## src/rtl/counter_pkg.sv

```systemverilog
// Shared encodings for the counter family.
// Holds FSM state codes and the default counter width.
package counter_pkg;

  localparam int CNT_WIDTH = 3;

  typedef enum logic {
    ST_IDLE = 1'b0,
    ST_RUN  = 1'b1
  } state_e;

endpackage

```

## src/rtl/down_cnt_core.sv

```systemverilog
// Down-counter datapath: reload register, counter register
// and zero detect. Decrement saturates at zero.
module down_cnt_core
  import counter_pkg::*;
#(
  parameter int W = CNT_WIDTH
) (
  input  logic         clk_i,
  input  logic         rst_i,
  input  logic         load_i,
  input  logic [W-1:0] load_val_i,
  input  logic         reload_i,
  input  logic         dec_i,
  output logic [W-1:0] cnt_o,
  output logic         zero_o
);

  logic [W-1:0] rld_q, rld_d;
  logic [W-1:0] cnt_q, cnt_d;

  assign zero_o = (cnt_q == '0);
  assign cnt_o  = cnt_q;

  // load beats reload beats decrement
  always_comb begin
    rld_d = rld_q;
    cnt_d = cnt_q;
    if (load_i) begin
      rld_d = load_val_i;
      cnt_d = load_val_i;
    end else if (reload_i) begin
      cnt_d = rld_q;
    end else if (dec_i && !zero_o) begin
      cnt_d = cnt_q - W'(1);
    end
  end

  always_ff @(posedge clk_i) begin
    if (rst_i) begin
      rld_q <= '1;
      cnt_q <= '0;
    end else begin
      rld_q <= rld_d;
      cnt_q <= cnt_d;
    end
  end

endmodule

```

## src/rtl/down_counter_timer.sv

```systemverilog
// Loadable down-counter timer with terminal-count pulse,
// one-shot and auto-reload modes.
module down_counter_timer
  import counter_pkg::*;
#(
  parameter int CNT_WIDTH = counter_pkg::CNT_WIDTH
) (
  input  logic                 clk,
  input  logic                 reset,
  input  logic                 load,
  input  logic [CNT_WIDTH-1:0] load_value,
  input  logic                 start,
  input  logic                 stop,
  input  logic                 auto_reload,
  output logic [CNT_WIDTH-1:0] counter,
  output logic                 tc,
  output logic                 busy
);

  state_e state_q;
  logic   tc_q;
  logic   busy_q;
  logic   zero;
  logic   reload;
  logic   dec;

  always_comb begin
    reload = 1'b0;
    dec    = 1'b0;
    if (!stop && !load) begin
      if (state_q == ST_IDLE) begin
        reload = start;
      end else if (zero) begin
        reload = auto_reload;
      end else begin
        dec = 1'b1;
      end
    end
  end

  down_cnt_core #(
    .W(CNT_WIDTH)
  ) u_core (
    .clk_i     (clk),
    .rst_i     (reset),
    .load_i    (load),
    .load_val_i(load_value),
    .reload_i  (reload),
    .dec_i     (dec),
    .cnt_o     (counter),
    .zero_o    (zero)
  );

  always_ff @(posedge clk) begin
    if (reset) begin
      state_q <= ST_IDLE;
      tc_q    <= 1'b0;
      busy_q  <= 1'b0;
    end else if (stop) begin
      state_q <= ST_IDLE;
      tc_q    <= 1'b0;
      busy_q  <= 1'b0;
    end else if (load) begin
      tc_q <= 1'b0;
      if (state_q == ST_IDLE && start) begin
        state_q <= ST_RUN;
        busy_q  <= 1'b1;
      end
    end else begin
      unique case (state_q)
        ST_IDLE: begin
          tc_q <= 1'b0;
          if (start) begin
            state_q <= ST_RUN;
            busy_q  <= 1'b1;
          end
        end
        ST_RUN: begin
          tc_q <= zero;
          if (zero && !auto_reload) begin
            state_q <= ST_IDLE;
            busy_q  <= 1'b0;
          end
        end
        default: begin
          state_q <= ST_IDLE;
          tc_q    <= 1'b0;
          busy_q  <= 1'b0;
        end
      endcase
    end
  end

  assign tc   = tc_q;
  assign busy = busy_q;

endmodule

```

## config.mk

```make
export PLATFORM = sky130hd
export DESIGN_NAME = down_counter_timer
export DESIGN_NICKNAME = d
export VERILOG_FILES = /design/src/rtl/counter_pkg.sv /design/src/rtl/down_cnt_core.sv /design/src/rtl/down_counter_timer.sv
export SDC_FILE = /design/constraint.sdc
export NUM_CORES = 1
export LEC_CHECK = 0
export ABC_AREA = 1
export ABC_CLOCK_PERIOD_IN_PS = 1300
export CAP_MARGIN = 20
export CORE_MARGIN = 2
export CORE_UTILIZATION = 25
export CTS_BUF_LIST = sky130_fd_sc_hd__clkbuf_8
export CTS_CLUSTER_DIAMETER = 60
export DETAILED_ROUTE_END_ITERATION = 8
export PLACE_DENSITY_LB_ADDON = 0.08
export SYNTH_ARGS = -nofsm -noshare
export SYNTH_HDL_FRONTEND = slang
export SYNTH_SLANG_ARGS = --single-unit
export TNS_END_PERCENT = 1
```

## constraint.sdc

```tcl
create_clock -name clk -period 1.3 [get_ports clk]
set_clock_uncertainty 0.05 [all_clocks]
set_input_delay 0.26 -clock clk [delete_from_list [all_inputs] [get_ports clk]]
set_output_delay 0.26 -clock clk [all_outputs]
set_load 0.005 [all_outputs]
```

==> run summary <==
DR DRC count: 0
Largest net degree at the start of global routing: 10
Met3 usage: 4.91%
Avg Vias per Cell: 4.32
WS Path Type: register to register
Die width: 49.1 µm
Critical-path maximum fanout: 8
Placed Cells: 120
Commonest non-fill, non-tap cells in the layout: 20 x nand2_1, 9 x buf_4, 8 x inv_1
PD cells: 1040 nW/µm²
Hold WC Path Type: register to register
Initial drt markers: 4
Min Hold Slack: 0.401 ns
CP Data Arrival Time: 1.38 ns
FMAX: 767 MHz
Vias: 536
Ant diodes: 0
Pins Over Slew Limit: 0
GR peak layer: met2
Total power: 0.846 mW
Total gr overflow: 0
Slowest stage cell, crit path: dfxtp_2
Tot GR Track Use: 12.3%
Final setup margin: -0.00348 ns
Max rail drop VDD: 0.587 mV
Die Span Y: 49.1 µm
Synth Net Count: 82
Synthesis-to-layout area growth: 60.1%
# setup viols final: 1
I/O pins: 14
Layout Utilization: 41.9%
Post-DP HPWL: 973 µm
Number of port buffers: 13
CTS root buffer: clkbuf_8
Worst setup SP type: register
Cell Area, Synth: 508 µm²
CTS Hold Buffers Added: 0
Worst-margin pin slew: 0.244 ns
Syn Area/Cell: 7.15 µm²
GRT met1 Usage: 13.3%
Final Non-Filler Cells: 124
Vias in the first global route: 554
Clk buf depth: 2
1st-pass router iterations: 4
Final worst path period share: 100%
Most common cell after layout, fill and taps aside: nand2_1
Initial antenna violation count: 0
Max-cap violations: 0
Reg clk slew, reported paths: 0.05 ns
Final ANT Viol Nets: 0
RSZ-0062 raised after global routing: yes
Final net count: 109
H-tree depth: 1
Worst EP required: 1.38 ns
Post-CTS setup buffer count: 0
Share of cells above drive strength 1: 35.1%
Initial cell density of the core: 26.2%
Yosys warns: 0
Register area share after synthesis: 35.5%
Critical Path Max Stage Delay: 0.33 ns
Met2 Use GR: 20.7%
WL final: 1250 µm
Mapped Cells: 71
Final Hold Violating Endpoints: 0
Crit path time final: 1.30 ns
First-pass GRT wire length: 2270 µm
CP endpoint kind: register
Netlist cell types: 19
Clk_lat worst skew: 0.23 ns
Violated checks: negative setup slack
Die area: 2410 µm²
Leakage: 0.409 nW
Critical Path, Cell by Cell: inv_2 -> ha_4 -> nand4_1 -> nand2_2 -> nand2_4 -> nand4_1 -> nand2_1 -> inv_2 -> nand2_2 -> inv_1
Routability Congestion: 0.715
CTS Sinks: 9
Flops & latches, synth: 9
Num CTS Buffers: 3
Outcome: finished, violations left
TritonCTS clock tree: built
Avg WL per Cell: 10.1 µm
Relative slew margins: 83.6%
Number of cell rows: 16
Core area: 1940 µm²
-- cells in the mapped netlist --
library cell | count | area [µm²]
nand3_2 | 2 | 20.0
a21oi_2 | 2 | 17.5
nor2_4 | 1 | 11.3
nand2_4 | 1 | 11.3
nand3_1 | 7 | 35.0
dfxtp_1 | 9 | 180
nor4_1 | 1 | 6.26
or2_2 | 1 | 6.26
nor2_1 | 1 | 3.75
nand2_1 | 21 | 78.8
inv_2 | 2 | 7.51
a21oi_1 | 1 | 5.00
xor2_1 | 1 | 8.76
nand4_1 | 4 | 25.0
nand2_2 | 3 | 18.8
clkinv_1 | 1 | 3.75
ha_1 | 2 | 25.0
nor3_1 | 2 | 10.0
inv_1 | 9 | 33.8
-- power breakdown --
group / internal, mW / switching [mW]
Combinational: 0.110 / 0.107
Sequential: 0.299 / 0.0122
Clock: 0.206 / 0.112
Total: 0.615 / 0.231
-- per-layer routing --
metal | vias to the layer above | routed length [µm]
li1 | 280 | -
met1 | 239 | 543
met2 | 12 | 614
met3 | 5 | 65
met4 | 0 | 25
met5 | - | 0
-- kinds of logic (layout without fill, tap and decap cells) --
| kind of cell | after synthesis | count (layout) | synth area share (%) |
|---|---|---|---|
| AO/OA/AOI/OAI | 3 | 3 | 4.43 |
| XOR/XNOR | 1 | 1 | 1.72 |
| buffers and inverters | 12 | 38 | 8.87 |
| AND/OR/NAND/NOR | 44 | 44 | 44.6 |
| adder cells (fa/ha/maj) | 2 | 2 | 4.93 |
| flip-flops | 9 | 9 | 35.5 |
-- flip-flops by register name (all words and copies together) (netlist names) --
name and flops:
busy 1, state_q 1, tc 1, u_core.cnt_o 3, u_core.rld_q 3
-- final cells by class --
type / count / area [µm²]
clock buffers: 3 / 41.3
clock inverters: 1 / 3.75
fillers: 218 / 1130
inverters: 12 / 45.0
multi-input cells: 50 / 315
flip-flops and latches: 9 / 184
well taps: 27 / 33.8
repair buffers: 22 / 190
-- critical path: cells and delay by family (launching register included) --
family | cells | cell delay [ns]
adder cells (fa/ha/maj) | 1 | 0.16
buffers and inverters | 3 | 0.11
AND/OR/NAND/NOR | 6 | 0.56
flip-flops | 1 | 0.33
-- path summary, 6_finish.rpt --
kind | start | endpoint | slack (ns) | depth (start not counted)
min | u_core.rld_q[0]$_SDFFE_PP1P_ | u_core.rld_q[0]$_SDFFE_PP1P_ | 0.40 | 2
min reg2reg | u_core.rld_q[0]$_SDFFE_PP1P_ | u_core.rld_q[0]$_SDFFE_PP1P_ | 0.40 | 2
max | u_core.cnt_o[0]$_SDFFE_PP0P_ | u_core.cnt_o[2]$_SDFFE_PP0P_ | -0.003 | 10
max reg2reg | u_core.cnt_o[0]$_SDFFE_PP0P_ | u_core.cnt_o[2]$_SDFFE_PP0P_ | -0.003 | 10
-- per-stage QoR --
stage	setup slack [ns]	setup TNS [ns]	cell area, µm²
after floorplan	0.0142	0	509
after global placement	-0.265	-1.33	741
after detailed placement	-0.293	-1.48	741
after CTS	-0.000743	-0.000743	792
after global routing	-0.114	-0.288	813
final	-0.00348	-0.00348	813
-- what timing repair did --
action                                  4_1_cts  5_1_grt
gates resized for setup                       9        8
endpoints found under the setup margin        8        4
pin swaps                                     2        4
No activity file was read; power rests on OpenSTA's default activity.
